### src/rtl/router_pkg.sv
// Shared constants for the router packet register: checksum mode encodings
// and default parameter values.
package router_pkg;

  localparam int CHK_XOR = 0;
  localparam int CHK_SUM = 1;

  localparam int DEF_DATA_W     = 8;
  localparam int DEF_N_CH       = 3;
  localparam int DEF_HOLD_DEPTH = 2;
  localparam int DEF_CHK_MODE   = CHK_XOR;

endpackage

### src/rtl/router_hold_fifo.sv
// Small circular buffer that parks payload bytes while the output FIFO is full.
// Pushes to a full buffer and pops from an empty one are ignored.
module router_hold_fifo #(
  parameter int W     = 8,
  parameter int DEPTH = 2
) (
  input  logic                       clk_i,
  input  logic                       rst_ni,
  input  logic                       clr_i,
  input  logic                       push_i,
  input  logic                       pop_i,
  input  logic [W-1:0]               din_i,
  output logic [W-1:0]               head_o,
  output logic [$clog2(DEPTH+1)-1:0] cnt_o,
  output logic                       full_o,
  output logic                       empty_o
);
  localparam int CW = $clog2(DEPTH + 1);
  localparam int PW = (DEPTH > 1) ? $clog2(DEPTH) : 1;

  logic [W-1:0]  mem_q [DEPTH];
  logic [PW-1:0] wr_ptr_q, rd_ptr_q;
  logic [CW-1:0] cnt_q, cnt_d;
  logic          push_ok, pop_ok;

  function automatic logic [PW-1:0] ptr_inc(input logic [PW-1:0] p);
    return (p == PW'(DEPTH - 1)) ? '0 : p + PW'(1);
  endfunction

  assign full_o  = (cnt_q == CW'(DEPTH));
  assign empty_o = (cnt_q == '0);
  assign cnt_o   = cnt_q;
  assign head_o  = mem_q[rd_ptr_q];

  always_comb begin
    pop_ok  = pop_i && !empty_o;
    push_ok = push_i && (!full_o || pop_ok);
    cnt_d   = cnt_q;
    if (push_ok && !pop_ok) cnt_d = cnt_q + CW'(1);
    else if (pop_ok && !push_ok) cnt_d = cnt_q - CW'(1);
  end

  always_ff @(posedge clk_i or negedge rst_ni) begin
    if (!rst_ni) begin
      for (int i = 0; i < DEPTH; i++) mem_q[i] <= '0;
      wr_ptr_q <= '0;
      rd_ptr_q <= '0;
      cnt_q    <= '0;
    end else if (clr_i) begin
      wr_ptr_q <= '0;
      rd_ptr_q <= '0;
      cnt_q    <= '0;
    end else begin
      if (push_ok) begin
        mem_q[wr_ptr_q] <= din_i;
        wr_ptr_q        <= ptr_inc(wr_ptr_q);
      end
      if (pop_ok) rd_ptr_q <= ptr_inc(rd_ptr_q);
      cnt_q <= cnt_d;
    end
  end

endmodule

### src/rtl/router_pkt_reg.sv
// Router packet register: latches the header, forwards payload bytes to the
// selected FIFO (parking them while it is full) and checks the trailing parity byte.
module router_pkt_reg
  import router_pkg::*;
#(
  parameter int DATA_W     = DEF_DATA_W,
  parameter int N_CH       = DEF_N_CH,
  parameter int HOLD_DEPTH = DEF_HOLD_DEPTH,
  parameter int CHK_MODE   = DEF_CHK_MODE
) (
  input  logic                            clock,
  input  logic                            resetn,
  input  logic                            pkt_valid,
  input  logic [DATA_W-1:0]               data_in,
  input  logic                            fifo_full,
  input  logic                            detect_add,
  input  logic                            lfd_state,
  input  logic                            ld_state,
  input  logic                            laf_state,
  input  logic                            full_state,
  input  logic                            rst_int_reg,
  output logic [DATA_W-1:0]               dout,
  output logic                            dout_valid,
  output logic                            parity_done,
  output logic                            low_pkt_valid,
  output logic                            err,
  output logic                            addr_err,
  output logic                            hold_ovf,
  output logic [$clog2(HOLD_DEPTH+1)-1:0] hold_cnt
);
  logic [DATA_W-1:0] dout_q, hb_q, pp_q, acc_q, acc_d, emit_byte, hold_head;
  logic dout_valid_q, parity_done_q, pd_prev_q, low_pkt_valid_q;
  logic err_q, addr_err_q, hold_ovf_q;
  logic hold_full, hold_empty, push, pop, emit, drop, addr_ok, ld_act;
  logic unused_full_state;

  // full_state only stalls the controller; this block holds everything then.
  assign unused_full_state = full_state;
  assign addr_ok = int'(data_in[1:0]) < N_CH;
  assign ld_act  = ld_state && !detect_add && !lfd_state;

  always_comb begin
    emit      = 1'b0;
    emit_byte = hb_q;
    push      = 1'b0;
    pop       = 1'b0;
    drop      = 1'b0;
    if (!detect_add) begin
      if (lfd_state) begin
        emit = 1'b1;
      end else if (ld_state) begin
        if (pkt_valid) begin
          // Bytes bypass the hold buffer only when nothing older is parked.
          if (!fifo_full && hold_empty) begin
            emit      = 1'b1;
            emit_byte = data_in;
          end else if (hold_full) begin
            drop = 1'b1;
          end else begin
            push = 1'b1;
          end
        end
      end else if (laf_state && !fifo_full && !hold_empty) begin
        pop       = 1'b1;
        emit      = 1'b1;
        emit_byte = hold_head;
      end
    end
    acc_d = acc_q;
    if (emit) begin
      if (lfd_state)               acc_d = hb_q;
      else if (CHK_MODE == CHK_SUM) acc_d = acc_q + emit_byte;
      else                          acc_d = acc_q ^ emit_byte;
    end
  end

  router_hold_fifo #(
    .W     (DATA_W),
    .DEPTH (HOLD_DEPTH)
  ) u_hold (
    .clk_i   (clock),
    .rst_ni  (resetn),
    .clr_i   (detect_add),
    .push_i  (push),
    .pop_i   (pop),
    .din_i   (data_in),
    .head_o  (hold_head),
    .cnt_o   (hold_cnt),
    .full_o  (hold_full),
    .empty_o (hold_empty)
  );

  always_ff @(posedge clock or negedge resetn) begin
    if (!resetn) begin
      dout_q          <= '0;
      hb_q            <= '0;
      pp_q            <= '0;
      acc_q           <= '0;
      dout_valid_q    <= 1'b0;
      parity_done_q   <= 1'b0;
      pd_prev_q       <= 1'b0;
      low_pkt_valid_q <= 1'b0;
      err_q           <= 1'b0;
      addr_err_q      <= 1'b0;
      hold_ovf_q      <= 1'b0;
    end else begin
      dout_valid_q <= emit;
      pd_prev_q    <= parity_done_q;
      if (emit) begin
        dout_q <= emit_byte;
        acc_q  <= acc_d;
      end
      if (detect_add) begin
        parity_done_q <= 1'b0;
        err_q         <= 1'b0;
        hold_ovf_q    <= 1'b0;
        acc_q         <= '0;
        addr_err_q    <= pkt_valid && !addr_ok;
        if (pkt_valid && addr_ok) hb_q <= data_in;
      end else begin
        if (drop) hold_ovf_q <= 1'b1;
        if (ld_act && !pkt_valid) pp_q <= data_in;
        if (low_pkt_valid_q && hold_empty && !emit) parity_done_q <= 1'b1;
        // Compare once, on the cycle after parity_done rises.
        if (parity_done_q && !pd_prev_q) err_q <= (acc_q != pp_q);
      end
      if (rst_int_reg) low_pkt_valid_q <= 1'b0;
      else if (ld_act && !pkt_valid) low_pkt_valid_q <= 1'b1;
    end
  end

  assign dout          = dout_q;
  assign dout_valid    = dout_valid_q;
  assign parity_done   = parity_done_q;
  assign low_pkt_valid = low_pkt_valid_q;
  assign err           = err_q;
  assign addr_err      = addr_err_q;
  assign hold_ovf      = hold_ovf_q;

endmodule

### config.mk
export PLATFORM = sky130hd
export DESIGN_NAME = router_pkt_reg
export DESIGN_NICKNAME = d
export VERILOG_FILES = /design/src/rtl/router_pkg.sv /design/src/rtl/router_hold_fifo.sv /design/src/rtl/router_pkt_reg.sv
export SDC_FILE = /design/constraint.sdc
export NUM_CORES = 1
export LEC_CHECK = 0
export BUFFER_PORTS_ARGS = -buffer_cell sky130_fd_sc_hd__buf_2
export CAP_MARGIN = 20
export CORE_MARGIN = 5
export CORE_UTILIZATION = 45
export CTS_BUF_LIST = sky130_fd_sc_hd__clkbuf_2 sky130_fd_sc_hd__clkbuf_4 sky130_fd_sc_hd__clkbuf_8
export CTS_CLUSTER_DIAMETER = 100
export DETAILED_ROUTE_END_ITERATION = 6
export GPL_TIMING_DRIVEN = 0
export PLACE_DENSITY = 0.67
export SLEW_MARGIN = 5
export SYNTH_ARGS = -nofsm -noshare
export SYNTH_HDL_FRONTEND = slang
export SYNTH_SLANG_ARGS = --single-unit
### constraint.sdc
create_clock -name clock -period 2.99 [get_ports clock]
set_clock_uncertainty 0.05 [all_clocks]
set_input_delay 0.598 -clock clock [delete_from_list [all_inputs] [get_ports clock]]
set_output_delay 0.598 -clock clock [all_outputs]
set_load 0.01 [all_outputs]
Word level (Yosys, flattened, before mapping)
Cells that the tools add are included.
W data, S select, Z words.
{ "classes": {"eq_ne": 2, "bitwise": 4, "n_lt_le_gt_ge": 4, "addsub": 4, "muxes": 53, "reduce_logical": 40} }
{ "ops": {"columns": ["op", "n"], "rows": [
  ["$mux W8", 13],
  ["$mux W1", 35],
  ["$bwmux W16", 1],
  ["$logic_and A1 B1 Y1", 16],
  ["$reduce_bool A2 Y1", 7],
  ["$logic_not A1 Y1", 11],
  ["$demux W8 S1", 1],
  ["$ne A8 B8 Y1", 1],
  ["$xor A8 B8 Y8", 1],
  ["$mux W2", 3],
  ["$reduce_and A2 Y1", 3],
  ["$ge A2 B2 Y1 const B", 2],
  ["$not A1 Y2", 2],
  ["$reduce_bool A3 Y1", 1],
  ["$add A1 B1 Y1 const B", 2],
  ["$add A2 B1 Y2 const B", 1],
  ["$eq A2 B2 Y1 const B", 1],
  ["$logic_not A2 Y1", 1],
  ["$lt A2 B1 Y1 const B", 1],
  ["$lt A2 B2 Y1 const B", 1],
  ["$sub A2 B1 Y2 const B", 1],
  ["$logic_or A1 B1 Y1", 1],
  ["$not A1 Y1", 1]
]} }
{ "word_totals": {"register_bits": 59, "output_inout_bits": 16, "in_bits": 18} }

Logic depth before layout (Yosys ltp)
{ "depth": {"depth_word": 15, "ltp_mapped": 8, "ltp_nobuf": 5} }

Hierarchy
A second synthesis with hierarchy kept.
{ "unflattened": {"hier_cells": 252, "area_unflattened_um2": 2944.1} }
{ "modules_own_cells": {"columns": ["module", "cells_per_inst", "n_inst", "seq_area_each_um2", "area_per_inst_um2"], "rows": [
  ["router_pkt_reg", 184, 1, 975.9, 1988.2],
  ["router_hold_fifo", 68, 1, 500.5, 955.9]
]} }

Worst setup path after synthesis
No wires, ideal clock.
{ "synth_timing": {"path_kind": "input port to flip-flop", "startpoint": "in lfd_state", "endpoint": "reg pp_q[0]", "setup_slack_ns": 0.804, "arrival_time_ns": 2.008, "n_path_buf": 3, "required_time_ns": 2.812, "path_stages": 7, "path_cell_list": "buf_2 nor2_2 and2_1 clkbuf_1 nor2b_1 buf_2 mux2_1"} }
{ "synth_between": {"elab_chain_len": 4} }
{ "synth_rtl": {"columns": ["element", "line", "text"], "rows": [
  ["start: declaration", "router_pkt_reg.sv:17", "input logic lfd_state,"],
  ["$logic_not A1 Y1", "router_pkt_reg.sv:40", "assign ld_act = ld_state && !detect_add && !lfd_state;"],
  ["$logic_and A1 B1 Y1", "router_pkt_reg.sv:40", null],
  ["$logic_and A1 B1 Y1", "router_pkt_reg.sv:122", "if (ld_act && !pkt_valid) pp_q <= data_in;"],
  ["$reduce_and A2 Y1 (no line)", null, null],
  ["end signal: assignment", "router_pkt_reg.sv:122", null],
  ["end: declaration", "router_pkt_reg.sv:31", "logic [DATA_W-1:0] dout_q, hb_q, pp_q, acc_q, acc_d, emit_byte, hold_head;"]
]} }
Every way passes these cells.
A chain may end at the register's enable or synchronous reset.

Worst setup path after layout
{ "layout_timing": {"startpoint": "reg u_hold.cnt_q[0] (netlist: u_hold.cnt_o[0])", "endpoint": "reg acc_q[3]"} }
{ "layout_between": {"elab_chain_len": 11, "elab_cells_between_ends": 21, "classes_between": "mux (15); bitwise (1); reduce/logical (5)"} }
{ "layout_rtl": {"columns": ["element", "line", "text"], "rows": [
  ["start: declaration", "router_hold_fifo.sv:23", "logic [CW-1:0] cnt_q, cnt_d;"],
  ["start signal: assignment", "router_hold_fifo.sv:59", "cnt_q <= cnt_d;"],
  ["$logic_not A2 Y1 (*)", "router_hold_fifo.sv:31", "assign empty_o = (cnt_q == '0);"],
  ["$logic_and A1 B1 Y1 or $logic_not A1 Y1 (tied branches)", "router_pkt_reg.sv:54, router_pkt_reg.sv:63", null],
  ["$mux W8 or $logic_and A1 B1 Y1 (tied branches)", "router_pkt_reg.sv:54, router_pkt_reg.sv:63", null],
  ["$mux W8 (on tied branches)", "router_pkt_reg.sv:52, router_pkt_reg.sv:63", null],
  ["$mux W8", "router_pkt_reg.sv:51", "end else if (ld_state) begin"],
  ["$mux W8", "router_pkt_reg.sv:49", "if (lfd_state) begin"],
  ["$mux W8", "router_pkt_reg.sv:48", "if (!detect_add) begin"],
  ["$xor A8 B8 Y8", "router_pkt_reg.sv:73", "else acc_d = acc_q ^ emit_byte;"],
  ["$mux W8", "router_pkt_reg.sv:71", "if (lfd_state) acc_d = hb_q;"],
  ["$mux W8", "router_pkt_reg.sv:109", "if (emit) begin"],
  ["$mux W8", "router_pkt_reg.sv:113", "if (detect_add) begin"],
  ["end signal: assignment", "router_pkt_reg.sv:98", "acc_q <= '0;"],
  ["end signal: assignment", "router_pkt_reg.sv:111", "acc_q <= acc_d;"],
  ["end signal: assignment", "router_pkt_reg.sv:117", "acc_q <= '0;"],
  ["end: declaration", "router_pkt_reg.sv:31", null]
]} }
Every way passes the cells marked *; elsewhere a longest branch is shown, timed or not. The select of a mux whose other input is x is not followed.

==> impl_metrics.json <==
{
  "status": "finished, final reports clean",
  "die_width_um": 95.9,
  "timing.rr.start": "u_hold.cnt_o[0]",
  "avgSynthCellArea_um2": 11.2,
  "mostFrequentLayoutCell": "dfrtp_1",
  "post-route-util_pct": 53.7,
  "grt_setup_unrepaired": "false",
  "worst_pin_slew_ns": 0.680,
  "power.leakage_uw": 0.00162,
  "synth.largest_area_cell": "dfrtp_1",
  "grt_pass1_vias": 2558,
  "place_hpwl_mm": 5.93,
  "synth_cell_types": 47,
  "path_cells": "buf_2, o21ai_2, buf_6, nor3_1, o21ai_0, mux2i_1, a2111oi_2",
  "post_cts_buffers": 0,
  "gp_congestion": 0.849,
  "swShare_pct": 26.6,
  "ys_seq_area_share_pct": 44.4,
  "die_area_um2": 9200,
  "grt_max_degree": 33,
  "crit_family": "simple AND/OR/NAND/NOR gates",
  "vias": 2575,
  "syn_inst": 296,
  "setup_viol": 0,
  "irDropWorstVdd_mv": 0.648,
  "timing.setup.tns_ns": 0,
  "rows": 31,
  "synth_edf_count": 0,
  "numCtsBuffers": 9,
  "critPathLaunchType": "flip-flop",
  "pwr-share-comb_pct": 17.9,
  "yosys_warnings": 0,
  "htree_levels": 3,
  "drc_errors": 0,
  "cts.path.max_buffers": 2,
  "syn2layout_area_growth_pct": 16.7,
  "dr.pass1.iters": 4,
  "p_switching_uw": 624,
  "cts_num_sinks": 59,
  "cp_num_buf_inv": 2,
  "relSlewSlack_pct": 54.3,
  "place_inst": 426,
  "rrSetupSlack_ns": 0.68,
  "fin_crit_sh_pct": 77.3,
  "syn_area_um2": 3320,
  "cpMaxStageDelayCell": "nor3_1",
  "layout_setup_ws_ns": 0.680,
  "track_usage_pct": 18.6,
  "ys_ff_latch": 59,
  "synth_top_area_share_pct": 44.4,
  "ant_nets": 0,
  "io_pins": 34,
  "p_clk_share_pct": 39.9,
  "avgRoutedWirePerCell_um": 18.1,
  "grt_pass1_wl_mm": 12.9,
  "slowest_delay_ns": 0.57,
  "final_hold_viol_count": 0,
  "fin_crit_ns": 2.31,
  "cts_resized": 0,
  "drive_gt1_share_pct": 24.8,
  "numPortBuffers": 30,
  "critical_path.max_fanout": 10,
  "drtIter0Drc": 98,
  "start_util_pct": 46.0,
  "ctsHoldBuffers": 0,
  "clkLatencyLatePin_ns": 0.34,
  "fin_cells": 442,
  "fin_nets": 356,
  "core_area_um2": 7210,
  "fp.dieH_um": 95.9,
  "root_buffer": "clkbuf_8",
  "critical_path_arrival_ns": 2.46,
  "synth_nets": 314,
  "reg2reg_depth": 7,
  "total_power_uw": 2340,
  "diodes": 0,
  "synth_flop_cell": "dfrtp_1",
  "layout_common_cells": "dfrtp_1 (59), buf_2 (38), nor2_1 (26)",
  "hold_class": "in -> async",
  "cts_tree": "built",
  "cap_violations": 0,
  "clkSlewWorstSetupHoldPaths_ns": 0.07,
  "r2r-end": "acc_q[3]",
  "synthTopCellsByArea": "dfrtp_1 (44%), mux2_1 (8.1%), mux2i_1 (6.0%), nor4_4 (3.2%), nor2_1 (2.9%)",
  "finalMaxSlewViolations": 0,
  "cp.depth": 7,
  "wirelength_mm": 7.98,
  "cp.required_ns": 3.14,
  "overflow": 0,
  "synth-async-reset-ratio_pct": 100,
  "antenna_found_initial": 0,
  "preCtsSetupSlack_ns": 0.504,
  "cellPowerDensity_nw_per_um2": 604,
  "fillers": 651,
  "crit_type": "reg -> reg",
  "max_freq_mhz": 433,
  "vias_per_cell": 5.83,
  "critPathCaptureType": "flip-flop",
  "intPower_uw": 1720,
  "power_frac_seq_pct": 42.2
}
## worst max-delay path by stage
stage,to,start
after CTS,acc_q[3],u_hold.cnt_o[0]
after global routing,acc_q[2],u_hold.cnt_o[0]
after global placement,pp_q[1],lfd_state
final,acc_q[3],u_hold.cnt_o[0]
after detailed placement,acc_q[3],lfd_state
after floorplan,pp_q[0],lfd_state
## flip-flops by register name, summed over array words and instances, names as in the netlist
register / cells
parity_done: 1
dout_valid: 1
pp_q: 8
dout: 8
err: 1
hold_ovf: 1
pd_prev_q: 1
u_hold.rd_ptr_q: 1
acc_q: 8
u_hold.mem_q: 16
hb_q: 8
u_hold.wr_ptr_q: 1
addr_err: 1
u_hold.cnt_o: 2
low_pkt_valid: 1
## power groups by stage
stage                     combinational [uW]  clock [uW]  sequential (uW)
after CTS                                423         955              987
after global placement                   407           0              996
after detailed placement                 420           0             1000
final                                    419         934              988
after floorplan                          279           0              996
after global routing                     458         998             1000
## cell usage after synthesis, types with 3 or more instances
cell type	count
a32oi_1	3
mux2_1	24
dfrtp_1	59
buf_2	8
nand3_1	5
nand2_1	6
nor3_1	6
o21ai_0	5
o21ai_1	7
nand3b_1	3
clkbuf_1	10
o31ai_1	8
xnor2_1	9
nand4_1	7
a2111oi_2	5
a2bb2oi_2	5
mux2_2	6
nand2b_1	6
nor2_1	26
mux2i_1	20
a2bb2oi_1	5
inv_1	9
o21bai_1	5
o211a_1	3
or4_1	3
a21oi_1	8
a211o_1	3
o2111ai_1	3
nor4_4	5
o22ai_1	4
## per-layer routing
metal  global-route usage, %  wire length, um  part of all wire [%]
met5                       0                0                     0
met4                    6.52              185                   2.3
met3                    4.85              366                   4.6
met2                    30.5             3810                    48
met1                    23.8             3620                    45
## through the flow
step	hold WS, ns	area (um2)
global route	0.278	3880
floorplan	0.252	3320
global placement	0.379	3600
finish	0.235	3880
detailed placement	0.393	3620
CTS	0.248	3880
## worst register-to-register path: cells and delay by family (launching register included)
family,cells,cell delay (ns)
DFF,1,0.38
buffers and inverters,2,0.48
muxes,1,0.22
and+or+nand+nor,1,0.58
AOI/OAI and AO/OA,3,0.46
## area by class of cell
cell class | count | area (um2) | share of cell area, %
flip-flops and latches | 59 | 1480 | 38.1
repair buffers | 31 | 170 | 4.39
clock buffers | 12 | 165 | 4.26
well taps | 99 | 124 | 3.20
plain buffers | 20 | 96.3 | 2.49
clock inverters | 4 | 95.1 | 2.45
inverters | 10 | 37.5 | 0.968
multi-input cells | 207 | 1710 | 44.2
## logic make-up (layout without fill, tap and decap cells)
kind of cell / count (synthesis) / in the layout / share of synthesized area [%]
AND/OR/NAND/NOR: 78 / 78 / 15.2
AO/OA/AOI/OAI: 70 / 70 / 17.7
flip-flops: 59 / 59 / 44.4
multiplexers: 50 / 50 / 16.2
buffers and inverters: 30 / 77 / 4.03
XOR/XNOR: 9 / 9 / 2.37
(Power assumes the default switching activity.)
